--- src/rtl/mod_arith_pkg.sv ---
// Shared definitions for the modular arithmetic blocks.
// Default operand width and the operand vector type.
package mod_arith_pkg;

  localparam int unsigned MOD_N_BITS = 7;

  typedef logic [MOD_N_BITS-1:0] operand_t;

endpackage

--- src/rtl/mod_sub_core.sv ---
// Combinational core: raw difference, corrected difference,
// borrow and operand range flags for (A - B) mod (2^N - K).
module mod_sub_core
  import mod_arith_pkg::*;
#(
  parameter int unsigned N_BITS = MOD_N_BITS
) (
  input  logic [N_BITS-1:0] a_i,
  input  logic [N_BITS-1:0] b_i,
  input  logic [N_BITS-1:0] k_i,
  output logic [N_BITS:0]   d0_o,
  output logic [N_BITS-1:0] d1_o,
  output logic              borrow_o,
  output logic              a_oor_o,
  output logic              b_oor_o
);

  logic [N_BITS:0] a_k;
  logic [N_BITS:0] b_k;

  assign d0_o     = {1'b0, a_i} - {1'b0, b_i};
  // Subtracting K mod 2^N is the same as adding M mod 2^N
  assign d1_o     = d0_o[N_BITS-1:0] - k_i;
  assign borrow_o = d0_o[N_BITS];

  // x >= M exactly when x + K reaches 2^N
  assign a_k      = {1'b0, a_i} + {1'b0, k_i};
  assign b_k      = {1'b0, b_i} + {1'b0, k_i};
  assign a_oor_o  = a_k[N_BITS];
  assign b_oor_o  = b_k[N_BITS];

endmodule

--- src/rtl/modular_subtractor.sv ---
// Two-stage pipelined modular subtractor with valid/ready
// handshake on both sides; result is (A - B) mod (2^N - K).
module modular_subtractor
  import mod_arith_pkg::*;
#(
  parameter int unsigned N_BITS = MOD_N_BITS
) (
  input  logic              clk,
  input  logic              rst_n,
  input  logic              in_valid,
  output logic              in_ready,
  input  logic [N_BITS-1:0] A_vector,
  input  logic [N_BITS-1:0] B_vector,
  input  logic [N_BITS-1:0] K_vector,
  output logic              out_valid,
  input  logic              out_ready,
  output logic [N_BITS-1:0] diff_vector,
  output logic              wrap_out,
  output logic              range_err
);

  logic [N_BITS:0]   c_d0;
  logic [N_BITS-1:0] c_d1;
  logic              c_borrow;
  logic              c_a_oor;
  logic              c_b_oor;

  logic              v1_q, v1_d;
  logic [N_BITS:0]   d0_q, d0_d;
  logic [N_BITS-1:0] d1_q, d1_d;
  logic              err1_q, err1_d;

  logic              ov_q, ov_d;
  logic [N_BITS-1:0] diff_q, diff_d;
  logic              wrap_q, wrap_d;
  logic              err_q, err_d;

  logic              adv1;
  logic              adv2;

  mod_sub_core #(
    .N_BITS (N_BITS)
  ) u_core (
    .a_i      (A_vector),
    .b_i      (B_vector),
    .k_i      (K_vector),
    .d0_o     (c_d0),
    .d1_o     (c_d1),
    .borrow_o (c_borrow),
    .a_oor_o  (c_a_oor),
    .b_oor_o  (c_b_oor)
  );

  assign adv2     = !ov_q || out_ready;
  assign adv1     = !v1_q || adv2;
  assign in_ready = adv1;

  always_comb begin
    v1_d   = v1_q;
    d0_d   = d0_q;
    d1_d   = d1_q;
    err1_d = err1_q;
    ov_d   = ov_q;
    diff_d = diff_q;
    wrap_d = wrap_q;
    err_d  = err_q;
    if (adv1) begin
      v1_d = in_valid;
      if (in_valid) begin
        d0_d   = c_d0;
        d1_d   = c_d1;
        err1_d = c_a_oor || c_b_oor;
      end
    end
    // Data only moves with a valid token, so held outputs stay put
    if (adv2) begin
      ov_d = v1_q;
      if (v1_q) begin
        diff_d = d0_q[N_BITS] ? d1_q : d0_q[N_BITS-1:0];
        wrap_d = d0_q[N_BITS];
        err_d  = err1_q;
      end
    end
  end

  always_ff @(posedge clk) begin
    if (!rst_n) begin
      v1_q   <= 1'b0;
      d0_q   <= '0;
      d1_q   <= '0;
      err1_q <= 1'b0;
      ov_q   <= 1'b0;
      diff_q <= '0;
      wrap_q <= 1'b0;
      err_q  <= 1'b0;
    end else begin
      v1_q   <= v1_d;
      d0_q   <= d0_d;
      d1_q   <= d1_d;
      err1_q <= err1_d;
      ov_q   <= ov_d;
      diff_q <= diff_d;
      wrap_q <= wrap_d;
      err_q  <= err_d;
    end
  end

  assign out_valid   = ov_q;
  assign diff_vector = diff_q;
  assign wrap_out    = wrap_q;
  assign range_err   = err_q;

endmodule

--- config.mk ---
export PLATFORM = sky130hd
export DESIGN_NAME = modular_subtractor
export DESIGN_NICKNAME = d
export VERILOG_FILES = /design/src/rtl/mod_arith_pkg.sv /design/src/rtl/mod_sub_core.sv /design/src/rtl/modular_subtractor.sv
export SDC_FILE = /design/constraint.sdc
export NUM_CORES = 1
export LEC_CHECK = 0
export ABC_AREA = 1
export CAP_MARGIN = 20
export CORE_MARGIN = 2
export CORE_UTILIZATION = 50
export CTS_BUF_LIST = sky130_fd_sc_hd__clkbuf_4 sky130_fd_sc_hd__clkbuf_8 sky130_fd_sc_hd__clkbuf_16
export DETAILED_ROUTE_END_ITERATION = 16
export GPL_ROUTABILITY_DRIVEN = 0
export GPL_TIMING_DRIVEN = 0
export HOLD_SLACK_MARGIN = 0.15
export PLACE_DENSITY = 0.84
export SYNTH_ARGS = -nofsm -noshare
export SYNTH_HDL_FRONTEND = slang
export SYNTH_SLANG_ARGS = --single-unit
--- constraint.sdc ---
create_clock -name clk -period 4.15 [get_ports clk]
set_clock_uncertainty 0.15 [all_clocks]
set_input_delay 0.6225 -clock clk [delete_from_list [all_inputs] [get_ports clk]]
set_output_delay 0.6225 -clock clk [all_outputs]
set_load 0.03 [all_outputs]
# Word level (Yosys, flattened, before mapping)
# Index checks and enable logic that the tools add are counted.
dict set report totals {
  out_inout_bits 11
  regBits 27
  input_bits 25
  elab_cells 20
}
dict set report op_classes {
  reduce_logical 7
  muxes 1
  n_addsub 4
}
# operator n
set op_table {}
lappend op_table {{$add A7 B7 Y8} 2}
lappend op_table {{$sub A7 B7 Y8} 1}
lappend op_table {{$mux W7} 1}
lappend op_table {{$sub A7 B7 Y7} 1}
lappend op_table {{$reduce_and A2 Y1} 2}
lappend op_table {{$logic_or A1 B1 Y1} 3}
lappend op_table {{$logic_not A1 Y1} 2}

# Logic depth before layout (Yosys ltp)
# Gate-level depths: netlist of the first run.
dict set report depth {
  depth_word 4
  mapped_depth 18
}

# Modules after synthesis
# A second synthesis of the first run with hierarchy kept.
dict set report hier_totals {
  hier_cells 318
  hier_area_um2 2103.3
}
# module n_inst seq_area_each_um2 area_each_um2 cells_each
set modules_own_cells {}
lappend modules_own_cells {modular_subtractor 1 540.5 1236.2 193}
lappend modules_own_cells {mod_sub_core 1 0.0 867.1 125}

# Worst setup path before layout of the first run
# OpenSTA, ideal clock, no wires.
dict set report synth_timing {
  path_type {input-to-reg}
  startpoint {in A_vector[0]}
  endpoint {reg d1_q[5]}
  n_path_buf 0
  path_stages 16
  arrival_time_ns 2.399
  setup_slack_ns 1.484
  cell_sequence {inv_1 ha_1 inv_1 fa_1 nand2_1 nand2_2 nand2_1 xnor2_1 ha_1 nand2_1 clkinv_1 nand4_1 a31o_1 nand3_1 o211ai_1 inv_1}
}
dict set report synth_via {
  elab_chain_len 2
}
# element line
set synth_rtl {}
lappend synth_rtl {{start, declared} modular_subtractor.sv:12} ;# input logic [N_BITS-1:0] A_vector,
lappend synth_rtl {{$sub A7 B7 Y8} mod_sub_core.sv:21} ;# assign d0_o = {1'b0, a_i} - {1'b0, b_i};
lappend synth_rtl {{via c_d0[4]} modular_subtractor.sv:22} ;# logic [N_BITS:0] c_d0;
lappend synth_rtl {{$sub A7 B7 Y7} mod_sub_core.sv:23} ;# assign d1_o = d0_o[N_BITS-1:0] - k_i;
lappend synth_rtl {{end signal, assigned} modular_subtractor.sv:90} ;# d1_q <= '0;
lappend synth_rtl {{end signal, assigned} modular_subtractor.sv:99} ;# d1_q <= d1_d;
lappend synth_rtl {{end, declared} modular_subtractor.sv:30} ;# logic [N_BITS-1:0] d1_q, d1_d;
# The timed path passes the listed nets, and every way through them passes these cells.
# A chain may end at the register's enable or synchronous reset.

# Final worst setup path of the first run
dict set report layout_timing {
  startpoint {in B_vector[2]}
  endpoint {reg d1_q[6]}
}
dict set report layout_via {
  elab_chain_len 2
}
# element line
set layout_rtl {}
lappend layout_rtl {{start, declared} modular_subtractor.sv:13} ;# input logic [N_BITS-1:0] B_vector,
lappend layout_rtl {{$sub A7 B7 Y8} mod_sub_core.sv:21}
lappend layout_rtl {{via c_d0[3]} modular_subtractor.sv:22}
lappend layout_rtl {{$sub A7 B7 Y7} mod_sub_core.sv:23}
# The timed path passes the listed nets, and every way through them passes these cells.

==> flow_summary.json, run 1 <==
{
  "synth_area_per_cell_um2": 7.361,
  "synthCells": 256,
  "initial_core_util_pct": 51.86,
  "ys_ff_latch": 27,
  "num_io_pins": 36,
  "drtIter0Drc": 140,
  "yosysSeqAreaShare_pct": 28.69,
  "syn_to_final_growth_pct": 24.37,
  "cts_resized": 0,
  "antenna_found_initial": 0,
  "grt_pass1_vias": 1689,
  "crit_arrival_ns": 3.16,
  "leakagePower_nw": 1.137,
  "ir_drop_uv": 126.8,
  "routedWlPerCell_um": 11.69,
  "final_common_cell": "inv_1",
  "synth_top_area_cell": "dfxtp_1",
  "std_cell_rows": 22,
  "dieWidth_um": 65.39,
  "path_clk_slew_ns": 0.10,
  "rsz0062_at_grt": "false",
  "cp_top_family": "buffers and inverters",
  "mostFrequentLayoutCells": "inv_1, a21oi_1, clkdlybuf4s50_1, dfxtp_1, nand2_1",
  "grt_pass1_wl_um": 7162,
  "cpMaxStageDelayCell": "clkdlybuf4s50_1",
  "synth-xor-area-share_pct": 3.254,
  "postRouteAntennaNets": 0,
  "critical_path_class": "input pin to flip-flop",
  "worst_setup_path_end_kind": "flip-flop",
  "diodes": 0,
  "hold_viol": 0,
  "max_stage_delay_ns": 0.48,
  "synth_compound_area_share_pct": 19.99,
  "fin_crit_sh_pct": 75.10,
  "nets": 348,
  "dp.cells": 339,
  "setup_tns_ns": 0,
  "overflow": 0,
  "synthAdderAreaFrac_pct": 18.73,
  "hold_class": "flip-flop to flip-flop",
  "coreArea_um2": 3633,
  "die_area_um2": 4276,
  "rrSetupSlack_ns": 2.68,
  "grt_max_degree": 17,
  "cp.required_ns": 4.20,
  "syn_nets": 308,
  "tightest_slew_ns": 0.4587,
  "drt_wl_total_um": 4010,
  "synth_area_leaders": "dfxtp_1, ha_1, a21oi_1",
  "die_h_um": 65.39,
  "status": "finished clean",
  "drc": 0,
  "port_buffers": 35,
  "cts-root-buf": "clkbuf_8",
  "postCtsHoldBufs": 0,
  "h-tree-depth": 1,
  "finalSetupViolCount": 0,
  "crit_chain": "clkdlybuf4s50_1, inv_1, ha_1, a21oi_1, nand2_1, xor2_1, inv_1, ha_1, inv_1, o21bai_1, nand2_1, nand3_2, inv_1, nand3_1, nand3_1, nand2_1, inv_1",
  "critPathBufInv": 6,
  "postCtsSetupBuffers": 0,
  "p_per_area_nw_per_um2": 313.4,
  "layout-drive-gt1-share_pct": 7.119,
  "clock.fmax_mhz": 320.9,
  "dpl.hpwl_um": 3314,
  "crit_path_start_kind": "input pin",
  "post-route-min-period_ns": 3.117,
  "ys_warn_count": 0,
  "yosys.area_share.simple_pct": 17.40,
  "cts_buffer_depth": 2,
  "drt_pass1_iterations": 4,
  "clk_latency_ns": 0.28,
  "grt_util_all_layers_pct": 21.15,
  "cts.sinks": 27,
  "num_vias": 1737,
  "synthMuxAreaShare_pct": 0,
  "cts_made_buffers": 3,
  "cp_max_fo": 5,
  "synth_top_family_by_area": "compound AO/OA/AOI/OAI gates",
  "yosys.cell_types.count": 29,
  "tritoncts": "built",
  "crit_path_frequent_cell": "inv_1",
  "netlist_area_um2": 1884,
  "slew_viol_final": 0,
  "finalNonFillerCells": 343,
  "maxCapViolations": 0,
  "synth_top_area_share_pct": 28.69,
  "via_per_inst": 5.064,
  "relSlewSlack_pct": 69.42
}
## layout make-up
cell class,instances,area [µm²]
flip-flops and latches,27,540.5
well taps,48,60.06
clock buffers,3,41.29
clock inverters,1,7.507
multi-input cells,173,1119
fillers,340,1290
repair buffers,35,350.3
inverters,48,180.2
plain buffers,8,45.04
## synthesized netlist by cell type
| library cell | number |
|---|---|
| dfxtp_1 | 27 |
| o211ai_1 | 2 |
| xnor2_1 | 3 |
| a211oi_1 | 1 |
| fa_1 | 2 |
| clkbuf_1 | 3 |
| o21ai_0 | 10 |
| nand2_1 | 26 |
| buf_6 | 1 |
| nand4_1 | 6 |
| nand2_2 | 3 |
| ha_1 | 25 |
| nor2_2 | 1 |
| nand3_1 | 9 |
| o21bai_1 | 2 |
| inv_2 | 3 |
| nand3_4 | 1 |
| inv_1 | 41 |
| o211ai_2 | 1 |
| a21oi_1 | 38 |
| a31oi_1 | 2 |
| nor2_1 | 20 |
| buf_4 | 1 |
| o21ai_1 | 13 |
| buf_2 | 3 |
| nand3_2 | 3 |
| xor2_1 | 4 |
| clkinv_1 | 4 |
| a31o_1 | 1 |
## kinds of logic (layout without fill, tap and decap cells)
family,Yosys count,count (layout)
AOI/OAI and AO/OA,70,70
adders and majority gates,27,27
buffers and inverters,56,95
xor gates and xnor gates,7,7
and+or+nand+nor,69,69
DFF,27,27
## per-stage QoR
stage	hold WS (ns)	setup slack (ns)	utilization, %	instance area [µm²]	total power (W)
after floorplan	0.2811	1.484	-	1884	0.0004991
after global placement	0.2942	0.7956	63.15	2295	0.0005754
after CTS	0.3154	1.038	64.50	2344	0.0007345
after global routing	0.3404	0.8007	64.50	2344	0.0007862
after detailed placement	0.3021	0.7482	63.15	2295	0.0005846
final	0.3090	1.033	64.50	2344	0.0007345
## sequential cells by signal, summed over array words and instances (netlist names)
| register | flops |
|---|---|
| out_valid | 1 |
| v1_q | 1 |
| range_err | 1 |
| err1_q | 1 |
| diff_vector | 7 |
| d1_q | 7 |
| d0_q | 8 |
| wrap_out | 1 |
## worst reg2reg max path, delay by kind of cell (launching register included)
| kind | cells | cell delay (ns) |
|---|---|---|
| AO/OA/AOI/OAI | 2 | 0.23 |
| buffers and inverters | 2 | 0.56 |
| flip-flops | 1 | 0.31 |
| AND/OR/NAND/NOR | 1 | 0.10 |
## metal layers
| metal | vias up | track usage [%] | wire length [µm] |
|---|---|---|---|
| met1 | 769 | 26.79 | 1869 |
| met5 | - | 0 | 0 |
| met2 | 39 | 36.86 | 1937 |
| met4 | 0 | 7.552 | 53 |
| met3 | 6 | 2.568 | 149 |
| li1 | 923 | - | - |
## power by group
part / switching (W) / internal, W / leakage, nW / total (W)
Clock: 0.0000853 / 0.0000684 / 0.0217 / 0.000154
Sequential: 0.0000120 / 0.000285 / 0.224 / 0.000297
Combinational: 0.000162 / 0.000122 / 0.891 / 0.000284
Total: 0.000259 / 0.000475 / 1.14 / 0.000734
## worst paths after layout
| kind | start | end | depth (start not counted) |
|---|---|---|---|
| setup reg to reg | d0_q[7] | diff_vector[1] | 5 |
| hold reg to reg | d0_q[1] | d0_q[1] | 2 |
| hold / removal | d0_q[1] | d0_q[1] | 2 |
| setup / recovery | B_vector[2] | d1_q[6] | 17 |
Power figures use the tool's default switching activity.
==> inputs of run 2 (changes only) <==
- clock period: 4.15 -> 3.15 ns (I/O delays scaled with it)
==> flow_summary.json, run 2 (synthesis gave the netlist of run 1 again) <==
{
  "status": "finished clean",
  "finalSetupViolCount": 0,
  "drc": 0,
  "cpMaxStageDelayCell": "clkdlybuf4s50_1",
  "setup_tns_ns": 0,
  "p_per_area_nw_per_um2": 412.4,
  "clkPwrFrac_pct": 20.8,
  "initial_core_util_pct": 51.86,
  "dieWidth_um": 65.39,
  "tightest_slew_ns": 0.4451,
  "path_clk_slew_ns": 0.10,
  "final_core_utilization_pct": 64.81,
  "worst_setup_path_end_kind": "flip-flop",
  "drt_pass1_iterations": 4,
  "regMostFlops": "d0_q",
  "num_vias": 1734,
  "grt_util_all_layers_pct": 21.15,
  "intPower_w": 0.0006287,
  "num_io_pins": 36,
  "switching_share_pct": 35.26,
  "tritoncts": "built",
  "relSlewSlack_pct": 70.32,
  "cp.required_ns": 3.19,
  "die_h_um": 65.39,
  "largest_register_ffs": 8,
  "h-tree-depth": 1,
  "leakagePower_nw": 1.143,
  "mostFrequentLayoutCells": "inv_1, a21oi_1, clkdlybuf4s50_1, dfxtp_1, nand2_1",
  "power_switching_w": 0.0003423,
  "drtIter0Drc": 113,
  "crit_arrival_ns": 2.97,
  "grt_pass1_vias": 1689,
  "die_area_um2": 4276,
  "cp_max_fo": 5,
  "crit_path_frequent_cell": "inv_1",
  "postCtsHoldBufs": 0,
  "hold_class": "flip-flop to flip-flop",
  "placed_area_um2": 2295,
  "via_per_inst": 5.055,
  "fin_crit_sh_pct": 92.93,
  "power.total_w": 0.0009710,
  "critPathLaunch": "B_vector[2]",
  "critical_path_class": "input pin to flip-flop",
  "final_cell_area_um2": 2355,
  "cts_buffer_depth": 2,
  "std_cell_rows": 22,
  "crit_chain": "clkdlybuf4s50_1, inv_1, ha_1, a21oi_2, nand2_1, xor2_1, inv_1, ha_1, inv_1, o21bai_1, nand2_1, nand3_2, inv_1, nand3_1, nand3_1, nand2_1, inv_1",
  "rsz0062_at_grt": "false",
  "layout-drive-gt1-share_pct": 7.797,
  "p_seq_share_pct": 40.2,
  "cts_made_buffers": 3,
  "port_buffers": 35,
  "r2r-start": "d0_q[7]",
  "hold_viol": 0,
  "max_stage_delay_ns": 0.48,
  "crit_path_start_kind": "input pin",
  "antenna_found_initial": 0,
  "nets": 348,
  "cts.sinks": 27,
  "grt_max_degree": 17,
  "cts-root-buf": "clkbuf_8",
  "dpl.hpwl_um": 3314,
  "grt_pass1_wl_um": 7162,
  "post-route-min-period_ns": 2.927,
  "routedWlPerCell_um": 11.72,
  "clk_latency_ns": 0.28,
  "diodes": 0,
  "overflow": 0,
  "syn_to_final_growth_pct": 24.97,
  "drt_wl_total_um": 4020,
  "postRouteAntennaNets": 0,
  "slew_viol_final": 0,
  "final_common_cell": "inv_1",
  "combPwrFrac_pct": 38.9,
  "min_from": "d0_q[1]",
  "coreArea_um2": 3633,
  "maxCapViolations": 0,
  "clock.fmax_mhz": 341.6,
  "ir_drop_uv": 164.5
}
## run 2: layout make-up
type                            instances  area (µm²)
Fill cell                             337        1279
Multi-Input combinational cell        173        1130
Sequential cell                        27       540.5
Timing Repair Buffer                   35       350.3
Inverter                               48       180.2
Tap cell                               48       60.06
Buffer                                  8       45.04
Clock buffer                            3       41.29
Clock inverter                          1       7.507
## run 2: metrics by stage
step                cells  hold WS (ns)  worst slack (ns)
floorplan             256        0.2811            0.6345
global placement      339        0.2942          -0.05442
detailed placement    339        0.3021           -0.1018
CTS                   343        0.3154            0.1876
global route          343        0.3404           0.02489
finish                343        0.3090            0.2226
## run 2: worst max-delay path: cells and delay by family
kind | cells | cell delay [ns]
adder cells (fa/ha/maj) | 2 | 0.67
AND/OR/NAND/NOR | 6 | 0.47
buffers and inverters | 6 | 0.76
XOR/XNOR | 1 | 0.21
AO/OA/AOI/OAI | 2 | 0.37
## run 2: power groups by stage
stage | clock network, W | registers (W) | logic, W
after global placement | 0 | 0.000397 | 0.000361
after CTS | 0.000203 | 0.000390 | 0.000375
final | 0.000202 | 0.000391 | 0.000378
after detailed placement | 0 | 0.000398 | 0.000373
after global routing | 0.000219 | 0.000394 | 0.000426
after floorplan | 0 | 0.000413 | 0.000245
## run 2: final timing paths
check	end	slack, ns	depth (start not counted)
max	d1_q[6]	0.22	17
min reg2reg	d0_q[1]	0.31	2
max reg2reg	diff_vector[1]	1.70	5
min	d0_q[1]	0.31	2
## run 2: timing repair
action | CTS | global route
setup endpoints to repair | 0 | 2
gates resized for setup | 0 | 2
buffers inserted | 0 | 0
hold endpoints to repair | 0 | 0
## run 2: per-layer routing
| metal | track usage, % | vias to the layer above | wire, µm |
|---|---|---|---|
| met3 | 2.568 | 6 | 168 |
| met5 | 0 | - | 0 |
| met1 | 26.79 | 768 | 1865 |
| li1 | - | 922 | - |
| met2 | 36.86 | 38 | 1934 |
| met4 | 7.552 | 0 | 53 |
